## config.mk

```make
export PLATFORM = sky130hd
export DESIGN_NAME = wdt_apb
export DESIGN_NICKNAME = d
export VERILOG_FILES = /design/src/rtl/wdt_apb.sv
export SDC_FILE = /design/constraint.sdc
export NUM_CORES = 1
export LEC_CHECK = 0
export CORE_MARGIN = 5
export CORE_UTILIZATION = 39
export CTS_BUF_LIST = sky130_fd_sc_hd__clkbuf_4 sky130_fd_sc_hd__clkbuf_8
export DETAILED_ROUTE_END_ITERATION = 6
export PLACE_DENSITY = 0.67
export SETUP_SLACK_MARGIN = 0.15
export SLEW_MARGIN = 20
export SYNTH_ARGS = -nofsm -noshare
export SYNTH_HDL_FRONTEND = slang
export SYNTH_SLANG_ARGS = --single-unit
```

## constraint.sdc

```tcl
create_clock -name pclk -period 4.88 [get_ports pclk]
set_clock_uncertainty 0.05 [all_clocks]
set_input_delay 1.22 -clock pclk [delete_from_list [all_inputs] [get_ports pclk]]
set_output_delay 1.22 -clock pclk [all_outputs]
set_load 0.005 [all_outputs]
```

## src/rtl/wdt_apb.sv

```systemverilog
// APB watchdog timer.
// A down-counter is reloaded from LOAD and must be fed with a key write before it
// reaches zero. The first expiry raises the interrupt and reloads. A second expiry
// while the interrupt is still pending, with RSTEN set, emits a fixed-width
// active-low reset pulse on rst_wdt_n.
module wdt_apb #(
    parameter int          RST_PULSE  = 16,
    parameter logic [31:0] LOAD_RST   = 32'h0000_FFFF,
    parameter logic [31:0] FEED_KEY   = 32'h5A5A_A5A5,
    parameter logic [31:0] UNLOCK_KEY = 32'h1ACC_E551
) (
    input  logic        pclk,
    input  logic        rst_n,
    input  logic        psel,
    input  logic        penable,
    input  logic        pwrite,
    input  logic [7:0]  paddr,
    input  logic [31:0] pwdata,
    output logic [31:0] prdata,
    output logic        pready,
    output logic        wdt_int,
    output logic        rst_wdt_n
);

    localparam logic [7:0] ADDR_LOAD  = 8'h00;
    localparam logic [7:0] ADDR_VALUE = 8'h04;
    localparam logic [7:0] ADDR_CTRL  = 8'h08;
    localparam logic [7:0] ADDR_FEED  = 8'h0C;
    localparam logic [7:0] ADDR_STAT  = 8'h10;
    localparam logic [7:0] ADDR_LOCK  = 8'h14;

    localparam int PW = (RST_PULSE > 2) ? $clog2(RST_PULSE) : 1;
    localparam logic [PW-1:0] PCNT_START = PW'(RST_PULSE - 1);

    typedef enum logic [1:0] {
        IDLE,
        COUNT,
        PULSE
    } state_t;

    state_t        state_q;
    logic [31:0]   load_q;
    logic [31:0]   cnt_q;
    logic [PW-1:0] pcnt_q;
    logic          en_q;
    logic          rsten_q;
    logic          int_q;
    logic          locked_q;

    logic wr;
    logic rd;
    logic wr_load;
    logic wr_ctrl;
    logic feed_ok;
    logic w1c;
    logic en_rise;
    logic expire;
    logic int_set;
    logic pulse_go;
    logic int_clr;

    assign wr       = psel & penable & pwrite;
    assign rd       = psel & penable & ~pwrite;
    assign wr_load  = wr & (paddr == ADDR_LOAD) & ~locked_q;
    assign wr_ctrl  = wr & (paddr == ADDR_CTRL) & ~locked_q;
    assign feed_ok  = wr & (paddr == ADDR_FEED) & (pwdata == FEED_KEY);
    assign w1c      = wr & (paddr == ADDR_STAT) & pwdata[0];
    assign en_rise  = wr_ctrl & pwdata[0] & ~en_q;

    // A valid feed in the same cycle pre-empts the expiry entirely.
    assign expire   = (state_q == COUNT) & en_q & ~feed_ok & (cnt_q == 32'd0);
    assign int_set  = expire & ~int_q;
    assign pulse_go = expire & int_q & rsten_q;
    assign int_clr  = w1c | feed_ok | pulse_go;

    assign pready  = 1'b1;
    assign wdt_int = int_q;

    // Software-visible configuration: LOAD, CTRL and the lock bit.
    always_ff @(posedge pclk or negedge rst_n) begin
        if (!rst_n) begin
            load_q   <= LOAD_RST;
            en_q     <= 1'b0;
            rsten_q  <= 1'b0;
            locked_q <= 1'b1;
        end else begin
            if (wr_load) begin
                load_q <= pwdata;
            end
            if (wr_ctrl) begin
                en_q    <= pwdata[0];
                rsten_q <= pwdata[1];
            end
            if (wr && (paddr == ADDR_LOCK)) begin
                locked_q <= (pwdata != UNLOCK_KEY);
            end
        end
    end

    // Interrupt flag: a new expiry wins over a simultaneous clear.
    always_ff @(posedge pclk or negedge rst_n) begin
        if (!rst_n) begin
            int_q <= 1'b0;
        end else if (int_set) begin
            int_q <= 1'b1;
        end else if (int_clr) begin
            int_q <= 1'b0;
        end
    end

    // Watchdog sequencer: counting, reload on expiry/feed, and reset pulse timing.
    always_ff @(posedge pclk or negedge rst_n) begin
        if (!rst_n) begin
            state_q   <= IDLE;
            cnt_q     <= LOAD_RST;
            pcnt_q    <= '0;
            rst_wdt_n <= 1'b1;
        end else begin
            case (state_q)
                IDLE: begin
                    if (en_rise) begin
                        cnt_q   <= load_q;
                        state_q <= COUNT;
                    end else if (feed_ok) begin
                        cnt_q <= load_q;
                    end
                end
                COUNT: begin
                    if (!en_q) begin
                        state_q <= IDLE;
                    end else if (feed_ok) begin
                        cnt_q <= load_q;
                    end else if (cnt_q == 32'd0) begin
                        if (int_q && rsten_q) begin
                            rst_wdt_n <= 1'b0;
                            pcnt_q    <= PCNT_START;
                            state_q   <= PULSE;
                        end else begin
                            cnt_q <= load_q;
                        end
                    end else begin
                        cnt_q <= cnt_q - 32'd1;
                    end
                end
                PULSE: begin
                    if (pcnt_q == '0) begin
                        rst_wdt_n <= 1'b1;
                        cnt_q     <= load_q;
                        state_q   <= en_q ? COUNT : IDLE;
                    end else begin
                        pcnt_q <= pcnt_q - 1'b1;
                    end
                end
                default: begin
                    state_q <= IDLE;
                end
            endcase
        end
    end

    // Combinational read mux; zero outside read access phases and for unmapped addresses.
    always_comb begin
        prdata = 32'd0;
        if (rd) begin
            case (paddr)
                ADDR_LOAD:  prdata = load_q;
                ADDR_VALUE: prdata = cnt_q;
                ADDR_CTRL:  prdata = {30'd0, rsten_q, en_q};
                ADDR_STAT:  prdata = {31'd0, int_q};
                ADDR_LOCK:  prdata = {31'd0, locked_q};
                default:    prdata = 32'd0;
            endcase
        end
    end

endmodule

```

==> flow_summary.json <==
{
  "status": "finished clean",
  "htree_levels": 3,
  "syn_area_um2": 4730,
  "synthXorXnorAreaFrac_pct": 0.371,
  "setup_slack_ns": 0.206,
  "drtAntennaViolNets": 0,
  "die_h_um": 120,
  "place_congestion": 0.869,
  "synth-adder-area-share_pct": 0.794,
  "numCtsBuffers": 9,
  "clock_sinks": 75,
  "fin_area_um2": 5990,
  "stdcell_count": 723,
  "async_reset_ff_share_pct": 100,
  "dpl_cell_area_um2": 5670,
  "syn_inst": 503,
  "synth_area_leader_cell": "dfrtp_1",
  "leakage_nw": 2.79,
  "fillCellCount": 1100,
  "drtIter0Drc": 309,
  "place_inst": 707,
  "finalHoldViolCount": 0,
  "dp_slack_ns": 0.0365,
  "synth.top_cell.area_share_pct": 21.7,
  "fmax_ghz": 0.214,
  "routed_wl_um": 13300,
  "synthSimpleGateAreaFrac_pct": 22.9,
  "hold_end": "rst_wdt_n$_DFFE_PN1P_",
  "cp_max_fo": 5,
  "fin_crit_ns": 4.67,
  "worstSetupPathType": "in -> out",
  "layout-drive-gt1-share_pct": 21.7,
  "wl_per_cell_um": 18.4,
  "cp.arrival_ns": 3.40,
  "holdWs_ns": 0.451,
  "synth_nets": 551,
  "fin_nets": 619,
  "maxSlewHeadroom_pct": 41.8,
  "start_kind": "input port",
  "first_pass_iters": 5,
  "start_util_pct": 39.5,
  "r2r.worst_path.cells": 8,
  "r2r_slack_ns": 1.48,
  "grt_pass1_wl_um": 21800,
  "avgViaCountPerCell": 5.94,
  "drv_slew": 0,
  "design_power_total_mw": 1.27,
  "peakVddDrop_v": 0.000126,
  "synth_edf_count": 0,
  "hpwl_um": 9230,
  "critPathCaptureType": "primary output",
  "core_area_um2": 12000,
  "timing.rr.start": "cnt_q[16]$_DFFE_PN0P_",
  "avgSynthCellArea_um2": 9.40,
  "fin_crit_sh_pct": 95.8,
  "die_area_um2": 14400,
  "antenna_found_initial": 0,
  "setup_viol_count_final": 0,
  "synth_compound_area_share_pct": 20.4,
  "grt_overflow": 0,
  "cts_root_buf": "clkbuf_8",
  "diodes": 0,
  "finish.utilization_pct": 50.1,
  "grt_usage_pct": 18.6,
  "first_global_vias": 4166,
  "setup_tns_ns": 0,
  "syn2layout_area_growth_pct": 26.8,
  "hp-class": "reg -> reg",
  "synth_area_leaders": "dfrtp_1, dfstp_2, mux2_2",
  "grt_max_degree": 91,
  "synth_ff_type": "dfrtp_1",
  "die_x_um": 120,
  "yosys.cell_types.count": 63,
  "worstPathRequired_ns": 3.61,
  "ys_seq_area_share_pct": 40.6,
  "yosysWarnings": 0,
  "min-delay-start": "rst_wdt_n$_DFFE_PN1P_",
  "drv_cap": 0,
  "powerDensity_nw_per_um2": 213,
  "clk_path_buf_depth": 2,
  "io_buffer_count": 78,
  "cts_hold_buf": 0,
  "worst_pin_slew_ns": 0.871,
  "clk_latency_ns": 0.36,
  "std_cell_rows": 40,
  "cts_tree": "built",
  "clk_pin_slew_worst_paths_ns": 0.08,
  "timing.rr.end": "cnt_q[24]$_DFFE_PN0P_",
  "vias": 4292,
  "drcViolationCount": 0,
  "min_path_cells": 2,
  "rsz0062_at_grt": "true",
  "synth.area.mux_share_pct": 10.1,
  "synth-seq-cells": 75,
  "synth_top_family_by_area": "simple AND/OR/NAND/NOR gates",
  "ios": 80
}
[worst max-delay path, stage by stage]
cell             delay, ns
clkdlybuf4s50_1       0.41
nor4_2                0.26
buf_4                 0.17
nand2b_4              0.07
a2111o_1              0.52
nor2_1                0.21
clkdlybuf4s50_1       0.54
[synth_stat cells, types with 3 or more instances]
library cell,instances
a21oi_1,27
a22o_1,8
a22oi_1,31
and3_1,3
buf_1,3
buf_2,13
buf_4,5
buf_6,3
clkbuf_1,13
dfrtp_1,41
dfstp_2,34
ha_1,3
inv_1,7
mux2_1,5
mux2_2,31
mux2i_1,5
nand2_1,22
nand2b_1,8
nand3_1,8
nand3b_1,3
nand4_1,6
nor2_1,57
nor2b_1,7
nor3_1,27
nor3b_1,9
nor4_1,10
nor4b_1,3
nor4bb_1,5
o21ai_0,23
o21ai_1,14
o21ai_2,8
o2bb2ai_1,10
o41ai_1,3
or3_1,9
or4_1,4
[layout by cell type, fill, tap and decap left out, types with 11 or more instances in the layout]
master | synthesis | layout
a21oi_1 | 27 | 27
mux2_2 | 31 | 31
dfstp_2 | 34 | 34
dfrtp_1 | 41 | 41
clkbuf_8 | 0 | 11
nor3_1 | 27 | 25
dlymetal6s2s_1 | 0 | 30
a22oi_1 | 31 | 31
o21ai_0 | 23 | 23
o21ai_1 | 14 | 14
buf_4 | 5 | 11
clkdlybuf4s50_1 | 0 | 47
nor2_1 | 57 | 55
nand2_1 | 22 | 22
[worst max-delay path by stage]
stage / startpoint / slack (ns) / endpoint / cells past startpoint
after floorplan: paddr[0] / 0.95 / prdata[10] / 7
after global placement: paddr[0] / 0.08 / prdata[17] / 9
after detailed placement: paddr[0] / 0.04 / prdata[14] / 8
after CTS: paddr[0] / 0.08 / prdata[14] / 8
after global routing: paddr[0] / 0.07 / prdata[1] / 9
final: paddr[0] / 0.21 / prdata[1] / 7
[area by class of cell]
class / count / area (µm²) / area share (%)
multi-input combinational: 384 / 2620 / 43.7
sequential: 75 / 1920 / 32.0
timing repair buffer: 94 / 1020 / 16.9
tap: 147 / 184 / 3.07
clock buffer: 11 / 151 / 2.53
clock inverter: 5 / 75.1 / 1.25
inverter: 7 / 26.3 / 0.438
[routing by layer]
layer	vias up	track usage [%]	routed length, µm
li1	2016	-	-
met3	16	2.78	787
met1	2099	27.6	6270
met4	0	6.30	200
met5	-	0	0
met2	161	27.6	6020
[power by group]
group | switching, mW | internal [mW]
Sequential | 0.00578 | 0.630
Clock | 0.236 | 0.313
Combinational | 0.0416 | 0.0474
[flip-flops by register name, indices dropped and copies added, names as in the netlist]
signal,cells
rst_wdt_n,1
state_q,2
locked_q,1
cnt_q,32
load_q,32
pcnt_q,4
wdt_int,1
rsten_q,1
en_q,1
[timing repair]
item                       in CTS  in global routing
cloned                          0                  0
buffers inserted                0                  0
pin swaps                       0                  1
setup endpoints to repair      31                 32
gates resized for setup         1                 36
[kinds of logic after synthesis]
| logic type | Yosys count |
|---|---|
| AO/OA/AOI/OAI | 141 |
| multiplexers | 42 |
| XOR/XNOR | 2 |
| buffers and inverters | 44 |
| flip-flops | 75 |
| other | 1 |
| AND/OR/NAND/NOR | 195 |
| adder cells (fa/ha/maj) | 3 |
Note: power is estimated with default switching activity, not from simulation.
